--- src/rtl/serial_subtractor.sv ---
// serial_subtractor: bit-serial, LSB-first WIDTH-bit subtractor (diff = a - b).
// Handshake: start (operands sampled on the same edge) -> busy for WIDTH cycles
// -> one-cycle done with diff/borrow valid.
// Optional: define SERIAL_SUB_OVERFLOW_EN to add the signed-overflow output ovf.
module serial_subtractor #(
    parameter int WIDTH = 8
) (
    input  logic             clk,
    input  logic             rst,
    input  logic             start,
    input  logic [WIDTH-1:0] a,
    input  logic [WIDTH-1:0] b,
    output logic             busy,
    output logic             done,
    output logic [WIDTH-1:0] diff,
    output logic             borrow
`ifdef SERIAL_SUB_OVERFLOW_EN
    ,
    output logic             ovf
`endif
);

    localparam int CW = $clog2(WIDTH);

    typedef enum logic [1:0] {
        IDLE = 2'd0,
        RUN  = 2'd1,
        DONE = 2'd2
    } state_t;

    state_t           state_q, state_d;
    logic [WIDTH-1:0] a_q, a_d;
    logic [WIDTH-1:0] b_q, b_d;
    logic [WIDTH-1:0] res_q, res_d;
    logic [CW-1:0]    cnt_q, cnt_d;
    logic             br_q, br_d;
    logic [WIDTH-1:0] diff_q, diff_d;
    logic             borrow_q, borrow_d;
`ifdef SERIAL_SUB_OVERFLOW_EN
    logic             a_msb_q, a_msb_d;
    logic             b_msb_q, b_msb_d;
    logic             ovf_q, ovf_d;
`endif

    logic a0, b0, dbit, br_next, last_bit;

    // Full-subtractor slice on the current LSBs plus the borrow flop
    always_comb begin
        a0       = a_q[0];
        b0       = b_q[0];
        dbit     = a0 ^ b0 ^ br_q;
        br_next  = (~a0 & b0) | (~(a0 ^ b0) & br_q);
        last_bit = (cnt_q == CW'(WIDTH - 1));
    end

    // Next-state, datapath updates and handshake outputs
    always_comb begin
        state_d  = state_q;
        a_d      = a_q;
        b_d      = b_q;
        res_d    = res_q;
        cnt_d    = cnt_q;
        br_d     = br_q;
        diff_d   = diff_q;
        borrow_d = borrow_q;
`ifdef SERIAL_SUB_OVERFLOW_EN
        a_msb_d  = a_msb_q;
        b_msb_d  = b_msb_q;
        ovf_d    = ovf_q;
`endif
        busy     = 1'b0;
        done     = 1'b0;

        case (state_q)
            IDLE, DONE: begin
                if (state_q == DONE) begin
                    done    = 1'b1;
                    state_d = IDLE;
                end
                // DONE accepts a new start directly for back-to-back throughput
                if (start) begin
                    state_d = RUN;
                    a_d     = a;
                    b_d     = b;
                    res_d   = '0;
                    cnt_d   = '0;
                    br_d    = 1'b0;
`ifdef SERIAL_SUB_OVERFLOW_EN
                    a_msb_d = a[WIDTH-1];
                    b_msb_d = b[WIDTH-1];
`endif
                end
            end
            RUN: begin
                busy  = 1'b1;
                res_d = {dbit, res_q[WIDTH-1:1]};
                a_d   = a_q >> 1;
                b_d   = b_q >> 1;
                br_d  = br_next;
                cnt_d = last_bit ? '0 : cnt_q + CW'(1);
                if (last_bit) begin
                    state_d  = DONE;
                    diff_d   = {dbit, res_q[WIDTH-1:1]};
                    borrow_d = br_next;
`ifdef SERIAL_SUB_OVERFLOW_EN
                    ovf_d    = (a_msb_q != b_msb_q) && (dbit != a_msb_q);
`endif
                end
            end
            default: state_d = IDLE;
        endcase
    end

    // State and datapath registers with synchronous reset
    always_ff @(posedge clk) begin
        if (rst) begin
            state_q  <= IDLE;
            a_q      <= '0;
            b_q      <= '0;
            res_q    <= '0;
            cnt_q    <= '0;
            br_q     <= 1'b0;
            diff_q   <= '0;
            borrow_q <= 1'b0;
`ifdef SERIAL_SUB_OVERFLOW_EN
            a_msb_q  <= 1'b0;
            b_msb_q  <= 1'b0;
            ovf_q    <= 1'b0;
`endif
        end else begin
            state_q  <= state_d;
            a_q      <= a_d;
            b_q      <= b_d;
            res_q    <= res_d;
            cnt_q    <= cnt_d;
            br_q     <= br_d;
            diff_q   <= diff_d;
            borrow_q <= borrow_d;
`ifdef SERIAL_SUB_OVERFLOW_EN
            a_msb_q  <= a_msb_d;
            b_msb_q  <= b_msb_d;
            ovf_q    <= ovf_d;
`endif
        end
    end

    assign diff   = diff_q;
    assign borrow = borrow_q;
`ifdef SERIAL_SUB_OVERFLOW_EN
    assign ovf    = ovf_q;
`endif

endmodule

--- config.mk ---
export PLATFORM = sky130hd
export DESIGN_NAME = serial_subtractor
export DESIGN_NICKNAME = d
export VERILOG_FILES = /design/src/rtl/serial_subtractor.sv
export SDC_FILE = /design/constraint.sdc
export NUM_CORES = 1
export LEC_CHECK = 0
export ABC_AREA = 1
export CAP_MARGIN = 5
export CORE_ASPECT_RATIO = 1.5
export CORE_MARGIN = 2
export CORE_UTILIZATION = 45
export DETAILED_ROUTE_END_ITERATION = 12
export GPL_TIMING_DRIVEN = 0
export PLACE_DENSITY = 0.74
export SYNTH_ARGS = -nofsm -noshare
export SYNTH_HDL_FRONTEND = slang
export SYNTH_SLANG_ARGS = --single-unit
--- constraint.sdc ---
create_clock -name clk -period 1.1 [get_ports clk]
set_input_delay 0.33 -clock clk [delete_from_list [all_inputs] [get_ports clk]]
set_output_delay 0.33 -clock clk [all_outputs]
set_load 0.01 [all_outputs]
==> results.yml, run 1 <==
clock_network:
  hold_buffers: 0
  path_clk_slew_ns: 0.07
  clock_path_buffers: 2
  cts_tree: "yes"
  cts_made_buffers: 5
  cts_root_buf: "clkbuf_8"
  clock_sinks: 38
  htree_levels: 2
  clock_latency_ns: 0.30
setup_path:
  cp-start-kind: "register"
  crit_slowest_cell: "dfxtp_4"
  path_buf_inv: 3
  cp_common_cell: "buf_6"
  arrival_ns: 1.07
  end_kind: "output port"
  crit_family: "flip-flops"
  crit_required_ns: 0.77
  crit_chain: "buf_6, nor2_4, buf_6, buf_6"
  path_max_fanout: 2
  cpPeakStageDelay_ns: 0.36
  path_class: "reg2out"
sta:
  timing.hold.ws_ns: 0.293
  hold_viol_final: 0
  grt_setup_unrepaired: "yes"
  finClkSkew_ns: 0.00914
  period_share_pct: 127
  period_needed_ns: 1.40
  final_max_slew_viol_count: 0
  slew_headroom_pct: 57.3
  worstMarginPinSlew_ns: 0.640
  timing.final.ws_setup_ns: -0.297
  finalSetupTns_ns: -4.79
  finalSetupViolations: 38
  fmax_mhz: 716
cells_and_area:
  seq_area_um2: 781
  area_growth_pct: 52.2
  drive_gt1_share_pct: 35.9
  diodes: 0
  nets: 329
  fin_area_mm2: 0.00273
  n_fill_cell: 300
  multiInputGateArea_um2: 1000
status:
  violations: "negative setup slack"
  status: "finished with violations"
synthesis:
  synth_cell_types: 22
  yosysWarnings: 0
  synth_top_area_share_pct: 42.5
  synth.most_common_cell: "nand2_1"
  synth_edf_count: 0
  ys_seq_area_share_pct: 42.5
  async_reset_ff_share_pct: 0
  syn_nets: 274
  synth_cells: 252
  synth_largest_area_cell: "dfxtp_1"
  ys_top_cells_by_count: "nand2_1 (52), nand3_1 (51), dfxtp_1 (38), inv_1 (34), nor2_1 (16)"
  syn_area_per_cell_um2: 7.11
  netlist_area_mm2: 0.00179
  yosys_most_used_dff: "dfxtp_1"
  synth_area_leaders: "dfxtp_1 (42%), nand3_1 (14%), nand2_1 (11%)"
  ys_seq_elements: 38
drt:
  drt_wl_total_um: 5430
  viasPerCell: 5.29
  drt_pre_antenna_iters: 4
  vias: 1858
  ant_nets: 0
  wl_per_cell_um: 15.5
  dr.first_iter.drc_count: 68
  drc: 0
floorplan:
  fp.dieArea_mm2: 0.00451
  initial_core_util_pct: 46.1
  core_area_mm2: 0.00389
  die_x_um: 55.5
  num_io_pins: 30
  chipHeight_um: 81.3
  fp-row-count: 28
pwr:
  irDropWorstVdd_mv: 0.955
  p_sw_mw: 0.940
  leakage_nw: 1.22
  power_density_mw_per_mm2: 1200
  swShare_pct: 28.8
  power_frac_seq_pct: 45.4
  power.total_mw: 3.27
  p_clk_share_pct: 29.4
  power_frac_comb_pct: 25.2
  internal_power_mw: 2.33
placement:
  dpl_worst_slack_ns: -0.624
  dpl_cell_area_mm2: 0.00214
  globalplace.congestion: 0.814
  port_buffers: 28
  dp_hpwl_um: 2780
global_routing:
  overflow: 0
  first_global_vias: 1839
  grt_usage_pct: 22.8
  grt_start_max_net_pins: 11
  antenna_found_initial: 0
  grt_pass1_wl_um: 8080
worst_hold_path:
  holdCritPathClass: "in2reg"
run:
  cap_viol_max_count: 0
-- path summary, 6_finish.rpt --
path / from / to / slack, ns / depth (start not counted)
max: state_q[1] / busy / -0.30 / 4
max reg2reg: state_q[1] / br_q / -0.21 / 8
min reg2reg: res_q[4] / diff[3] / 0.46 / 2
min: rst / diff[0] / 0.29 / 2
-- cell families after synthesis --
logic type	count (synthesis)	synth area share [%]
AND/OR/NAND/NOR	142	35.9
buffers and inverters	53	13.8
flip-flops	38	42.5
AO/OA/AOI/OAI	16	5.31
adder cells (fa/ha/maj)	3	2.51
-- worst reg2reg max path: cells and delay by family, from the launching register on --
| kind | cells | cell delay (ns) |
|---|---|---|
| buffers and inverters | 5 | 0.60 |
| DFF | 1 | 0.36 |
| and+or+nand+nor | 2 | 0.17 |
| AOI/OAI and AO/OA | 1 | 0.13 |
-- cell usage in the layout (no fill, tap or decap) --
| cell | count |
|---|---|
| a21oi_1 | 7 |
| a21oi_2 | 8 |
| buf_1 | 1 |
| buf_12 | 1 |
| buf_16 | 1 |
| buf_2 | 10 |
| buf_4 | 8 |
| buf_6 | 16 |
| buf_8 | 6 |
| clkbuf_16 | 2 |
| clkbuf_2 | 1 |
| clkbuf_8 | 6 |
| clkdlybuf4s50_1 | 16 |
| clkinv_4 | 1 |
| dfxtp_1 | 26 |
| dfxtp_2 | 10 |
| dfxtp_4 | 2 |
| dlygate4sd2_1 | 1 |
| fa_1 | 1 |
| ha_2 | 1 |
| ha_4 | 1 |
| inv_1 | 32 |
| inv_2 | 1 |
| inv_4 | 3 |
| nand2_1 | 48 |
| nand2_2 | 8 |
| nand2_4 | 1 |
| nand2_8 | 3 |
| nand3_1 | 47 |
| nand3_2 | 3 |
| nand3_4 | 1 |
| nand3b_1 | 1 |
| nor2_1 | 15 |
| nor2_4 | 2 |
| nor3_2 | 11 |
| nor3_4 | 3 |
| o21ai_1 | 1 |
-- power groups by stage --
stage          sequential (mW)  clock, mW  combinational, mW
2_1_floorplan             1.50          0              0.368
3_3_place_gp              1.50          0              0.511
3_5_place_dp              1.51          0              0.518
4_1_cts                   1.48      0.959              0.719
5_1_grt                   1.49       1.01              0.885
6_report                  1.48      0.960              0.823
-- per-stage QoR --
stage,utilization [%],cells
finish,70.1,351
floorplan,-,252
global route,70.1,351
CTS,66.2,349
detailed placement,55.0,325
global placement,55.0,325
-- routing by layer --
layer / share of wire (%) / vias to the layer above / wire length (µm) / GRT usage, %
met5: 0 / - / 0 / 0
met4: 3.9 / 0 / 213 / 13.2
met3: 3.4 / 20 / 185 / 3.82
li1: - / 902 / - / -
met1: 39 / 875 / 2110 / 23.1
met2: 54 / 61 / 2920 / 43.7
-- sequential cells by signal, indices dropped and copies added (netlist names) --
signal	cells
a_q	8
b_q	8
borrow	1
br_q	1
cnt_q	3
diff	8
res_q	7
state_q	2
-- layout make-up --
class                   count  share of cell area [%]
well taps                  45                    2.07
repair buffers             48                    18.0
multi-input cells         162                    36.7
flip-flops and latches     38                    28.6
clock buffers               6                    3.03
plain buffers              15                    6.06
inverters                  37                    5.55
-- timing repair --
action                                  4_1_cts  5_1_grt
pin swaps                                     8        7
endpoints found under the setup margin       49       42
resized for setup                           109       30
cloned                                        4        3
buffers inserted                             14        2
(Power assumes the default switching activity.)
==> run 2: changes to the inputs <==
--- a/config.mk
+++ b/config.mk
@@ -7,12 +7,15 @@
 export LEC_CHECK = 0
 export ABC_AREA = 1
 export CAP_MARGIN = 5
+export CELL_PAD_IN_SITES_DETAIL_PLACEMENT = 0
+export CELL_PAD_IN_SITES_GLOBAL_PLACEMENT = 1
 export CORE_ASPECT_RATIO = 1.5
 export CORE_MARGIN = 2
-export CORE_UTILIZATION = 45
+export CORE_UTILIZATION = 35
+export CTS_BUF_LIST = sky130_fd_sc_hd__clkbuf_2 sky130_fd_sc_hd__clkbuf_4 sky130_fd_sc_hd__clkbuf_8
 export DETAILED_ROUTE_END_ITERATION = 12
 export GPL_TIMING_DRIVEN = 0
-export PLACE_DENSITY = 0.74
+export PLACE_DENSITY = 0.79
 export SYNTH_ARGS = -nofsm -noshare
 export SYNTH_HDL_FRONTEND = slang
 export SYNTH_SLANG_ARGS = --single-unit
==> results.yml, run 2 (synthesis gave the netlist of run 1 again) <==
status:
  status: "finished with violations"
  violations: "negative setup slack"
drt:
  viasPerCell: 4.77
  drc: 0
  drt_wl_total_um: 5120
  dr.first_iter.drc_count: 52
  drt_pre_antenna_iters: 4
  ant_nets: 0
  wl_per_cell_um: 13.7
  vias: 1788
clock_network:
  htree_levels: 2
  clock_path_buffers: 2
  clock_sinks: 38
  cts_made_buffers: 5
  path_clk_slew_ns: 0.08
  cts_tree: "yes"
  cts_root_buf: "clkbuf_8"
  hold_buffers: 0
  clock_latency_ns: 0.30
sta:
  period_share_pct: 128
  period_needed_ns: 1.41
  slew_headroom_pct: 55.9
  finalSetupViolations: 38
  final_max_slew_viol_count: 0
  finClkSkew_ns: 0.00482
  worstMarginPinSlew_ns: 0.662
  fmax_mhz: 708
  grt_setup_unrepaired: "yes"
  hold_viol_final: 0
  timing.final.ws_setup_ns: -0.312
  timing.hold.ws_ns: 0.280
setup_path:
  crit_chain: "buf_6, nor2_4, buf_6, buf_6"
  cpPeakStageDelay_ns: 0.35
  path_max_fanout: 2
  end_kind: "output port"
  arrival_ns: 1.08
  r2r_end: "borrow"
  worstSetupStartpoint: "state_q[1]"
  crit_slowest_cell: "dfxtp_2"
  r2r_slack_ns: -0.23
  reg2reg_from: "state_q[1]"
  path_class: "reg2out"
  crit_required_ns: 0.77
  reg2reg_depth: 9
  cp-start-kind: "register"
  cp_common_cell: "buf_6"
  critPathCapture: "busy"
pwr:
  internal_power_mw: 2.29
  p_sw_mw: 0.997
  power_frac_comb_pct: 24.9
  p_clk_share_pct: 30.1
  power_density_mw_per_mm2: 1150
  power_frac_seq_pct: 45.0
  irDropWorstVdd_mv: 0.766
  leakage_nw: 1.28
  swShare_pct: 30.3
cells_and_area:
  most-common-layout-cells: "nand3_1 (50), nand2_1 (43), inv_1 (34)"
  area_growth_pct: 58.9
  nets: 330
  seq_area_um2: 778
  diodes: 0
  fin_area_mm2: 0.00285
  final_common_cell: "nand3_1"
  n_fill_cell: 484
  drive_gt1_share_pct: 37.2
  fin_cells: 375
  multiInputGateArea_mm2: 0.00106
floorplan:
  initial_core_util_pct: 36.7
  num_io_pins: 30
  fp.dieArea_mm2: 0.00572
  fp-row-count: 31
  chipHeight_um: 91.6
  core_area_mm2: 0.00489
  die_x_um: 62.4
global_routing:
  overflow: 0
  grt_start_max_net_pins: 14
  first_global_vias: 1863
  grt_pass1_wl_um: 8940
  grt_usage_pct: 19.7
  antenna_found_initial: 0
worst_hold_path:
  holdCritPathClass: "in2reg"
placement:
  dpl_worst_slack_ns: -0.656
  dpl_cell_area_mm2: 0.00217
  port_buffers: 28
  dp_hpwl_um: 2930
  globalplace.congestion: 0.794
  dp.cells: 346
run:
  cap_viol_max_count: 0
run 2: changes by cell type in the layout (fill, tap and decap cells not counted), sizes merged:
cell      change
clkbuf        -3
nand2         +1
clkinvlp      +1
clkinv        +2
buf           +2
run 2: metrics by stage:
| stage | TNS (ns) | utilization, % | power (mW) |
|---|---|---|---|
| 2_1_floorplan | -0.00110 | - | 1.87 |
| 3_3_place_gp | -14.04 | 44.3 | 2.03 |
| 3_5_place_dp | -13.14 | 44.3 | 2.03 |
| 4_1_cts | -6.13 | 56.2 | 3.28 |
| 5_1_grt | -7.94 | 58.3 | 3.44 |
| 6_report | -5.49 | 58.3 | 3.29 |
run 2: area by class of cell:
class,instances,area share (%)
buffer,15,6.33
clock buffer,5,2.42
clock inverter,3,0.747
inverter,37,5.23
multi-input combinational,163,37.2
sequential,38,27.3
tap,66,2.90
timing repair buffer,48,17.8
run 2: worst max-delay path, delay by kind of cell (launching register included):
kind / cells / cell delay (ns)
flip-flops: 1 / 0.35
buffers and inverters: 3 / 0.32
AND/OR/NAND/NOR: 1 / 0.11
run 2: worst min path at each step:
stage              from       to  slack [ns]  depth (start not counted)
5_1_grt             rst  diff[0]        0.30                          2
3_3_place_gp    diff[0]  diff[0]        0.46                          2
3_5_place_dp   res_q[4]  diff[3]        0.46                          2
6_report            rst  diff[0]        0.28                          2
4_1_cts             rst  diff[0]        0.27                          2
2_1_floorplan  res_q[2]  diff[1]        0.44                          2
run 2: repair_timing:
action,4_1_cts,5_1_grt
setup buffers,15,0
pin swaps,15,2
gates resized for setup,137,20
cloned,7,0
endpoints found under the setup margin,49,48
run 2: routing by layer:
layer	wire length [µm]	GRT usage [%]	share of wire [%]
met2	2660	34.2	52
met1	2050	21.8	40
met5	0	0	0
met3	221	4.42	4.3
met4	186	11.7	3.6
run 2: power groups by stage:
stage | registers, mW | logic, mW | clock network, mW
5_1_grt | 1.49 | 0.903 | 1.05
2_1_floorplan | 1.50 | 0.368 | 0
6_report | 1.48 | 0.817 | 0.990
3_5_place_dp | 1.51 | 0.525 | 0
3_3_place_gp | 1.51 | 0.522 | 0
4_1_cts | 1.48 | 0.788 | 1.02
==> run 3: changes to the inputs <==
--- a/config.mk
+++ b/config.mk
@@ -11,11 +11,12 @@
 export CELL_PAD_IN_SITES_GLOBAL_PLACEMENT = 1
 export CORE_ASPECT_RATIO = 1.5
 export CORE_MARGIN = 2
-export CORE_UTILIZATION = 35
+export CORE_UTILIZATION = 42
 export CTS_BUF_LIST = sky130_fd_sc_hd__clkbuf_2 sky130_fd_sc_hd__clkbuf_4 sky130_fd_sc_hd__clkbuf_8
 export DETAILED_ROUTE_END_ITERATION = 12
+export GPL_ROUTABILITY_DRIVEN = 0
 export GPL_TIMING_DRIVEN = 0
-export PLACE_DENSITY = 0.79
+export PLACE_DENSITY = 0.89
 export SYNTH_ARGS = -nofsm -noshare
 export SYNTH_HDL_FRONTEND = slang
 export SYNTH_SLANG_ARGS = --single-unit
==> constraint.sdc (replaced) <==
create_clock -name clk -period 1.65 [get_ports clk]
set_input_delay 0.495 -clock clk [delete_from_list [all_inputs] [get_ports clk]]
set_output_delay 0.495 -clock clk [all_outputs]
set_load 0.01 [all_outputs]
==> results.yml, run 3 (synthesis gave the netlist of run 1 again) <==
status:
  status: "complete, no violations"
clock_network:
  hold_buffers: 0
  clock_latency_ns: 0.29
  cts_root_buf: "clkbuf_8"
  path_clk_slew_ns: 0.08
  cts_tree: "yes"
  clock_sinks: 38
  clock_path_buffers: 2
  cts_made_buffers: 5
  htree_levels: 2
setup_path:
  cp-start-kind: "register"
  worstSetupStartpoint: "state_q[0]"
  end_kind: "output port"
  crit_required_ns: 1.15
  arrival_ns: 1.11
  r2r_slack_ns: 0.21
  path_class: "reg2out"
  reg2reg_from: "cnt_q[0]"
  path_max_fanout: 10
pwr:
  p_clk_share_pct: 34.2
  irDropWorstVdd_mv: 0.761
  swShare_pct: 27.9
  p_sw_mw: 0.569
  power_density_mw_per_mm2: 910
  power.total_mw: 2.04
  internal_power_mw: 1.47
  power_frac_comb_pct: 17.5
  power_frac_seq_pct: 48.2
  leakage_nw: 1.08
placement:
  dp.cells: 326
  dp_hpwl_um: 2830
  port_buffers: 28
global_routing:
  overflow: 0
  grt_usage_pct: 19.1
  grt_pass1_wl_um: 7270
  first_global_vias: 1633
  antenna_found_initial: 0
  grt_start_max_net_pins: 17
sta:
  finalSetupTns_ns: 0
  grt_setup_unrepaired: "no"
  final_max_slew_viol_count: 0
  slew_headroom_pct: 62.3
  worstMarginPinSlew_ns: 0.566
  finClkSkew_ns: 0.00517
  period_needed_ns: 1.60
  finalSetupViolations: 0
  period_share_pct: 97.1
  timing.hold.ws_ns: 0.441
  fmax_mhz: 624
  hold_viol_final: 0
cells_and_area:
  drive_gt1_share_pct: 14.8
  fin_cells: 336
  area_growth_pct: 25.0
  final_common_cell: "nand2_1"
  final_util_pct: 53.7
  diodes: 0
  nets: 311
  most-common-layout-cells: "nand2_1 (52), nand3_1 (51), dfxtp_1 (36)"
  n_fill_cell: 437
worst_hold_path:
  hp-start: "rst"
  holdCritPathClass: "in2reg"
floorplan:
  fp.dieArea_mm2: 0.00482
  num_io_pins: 30
  core_area_mm2: 0.00417
  initial_core_util_pct: 42.9
  fp-row-count: 29
  die_x_um: 57.3
  chipHeight_um: 84.0
drt:
  vias: 1658
  drt_pre_antenna_iters: 4
  drc: 0
  dr.first_iter.drc_count: 23
  drt_wl_total_um: 4070
  viasPerCell: 4.93
  ant_nets: 0
  wl_per_cell_um: 12.1
run:
  cap_viol_max_count: 0
==> run 3: timing repair <==
action	in CTS	in global routing
setup endpoints to repair	11	2
gates resized for setup	22	1
pin swaps	1	1
buffers inserted	3	0
==> run 3: critical path, stage by stage (launching register included) <==
cell	delay (ns)
dfxtp_2	0.32
buf_6	0.11
buf_6	0.13
nor2_1	0.11
buf_2	0.14
==> run 3: area by class of cell <==
cell class	instances	area, µm²	area share (%)
timing repair buffer	31	282	12.6
multi-input combinational	161	783	35.0
clock inverter	2	16.3	0.726
clock buffer	6	82.6	3.69
inverter	37	139	6.20
buffer	15	116	5.20
sequential	38	763	34.1
tap	46	57.6	2.57
==> run 3: final timing paths <==
kind / end / cells after the start
setup / recovery: done / 4
hold / removal: cnt_q[0] / 2
hold reg to reg: diff[1] / 2
setup reg to reg: diff[7] / 6
==> run 3: per-stage QoR <==
step | setup slack, ns | instance area (µm²)
3_3_place_gp | -0.233 | 2130
3_5_place_dp | -0.242 | 2130
4_1_cts | 0.00814 | 2240
6_report | 0.0484 | 2240
5_1_grt | 0.00499 | 2240
2_1_floorplan | 0.374 | 1790
==> run 3: power by group through the flow <==
stage	Sequential (mW)	Clock [mW]	Combinational [mW]
after floorplan	1.00	0	0.244
after global placement	1.00	0	0.345
after detailed placement	1.00	0	0.346
after CTS	0.983	0.718	0.361
after global routing	0.989	0.752	0.404
final	0.983	0.698	0.358
==> run 3: layer usage <==
metal  track usage [%]  vias up  part of all wire, %
met5                 0        -                    0
met3              4.81        8                  3.8
met4              8.67        0                  2.6
met2              32.0       23                   48
li1                  -      865                    -
met1              22.4      762                   46
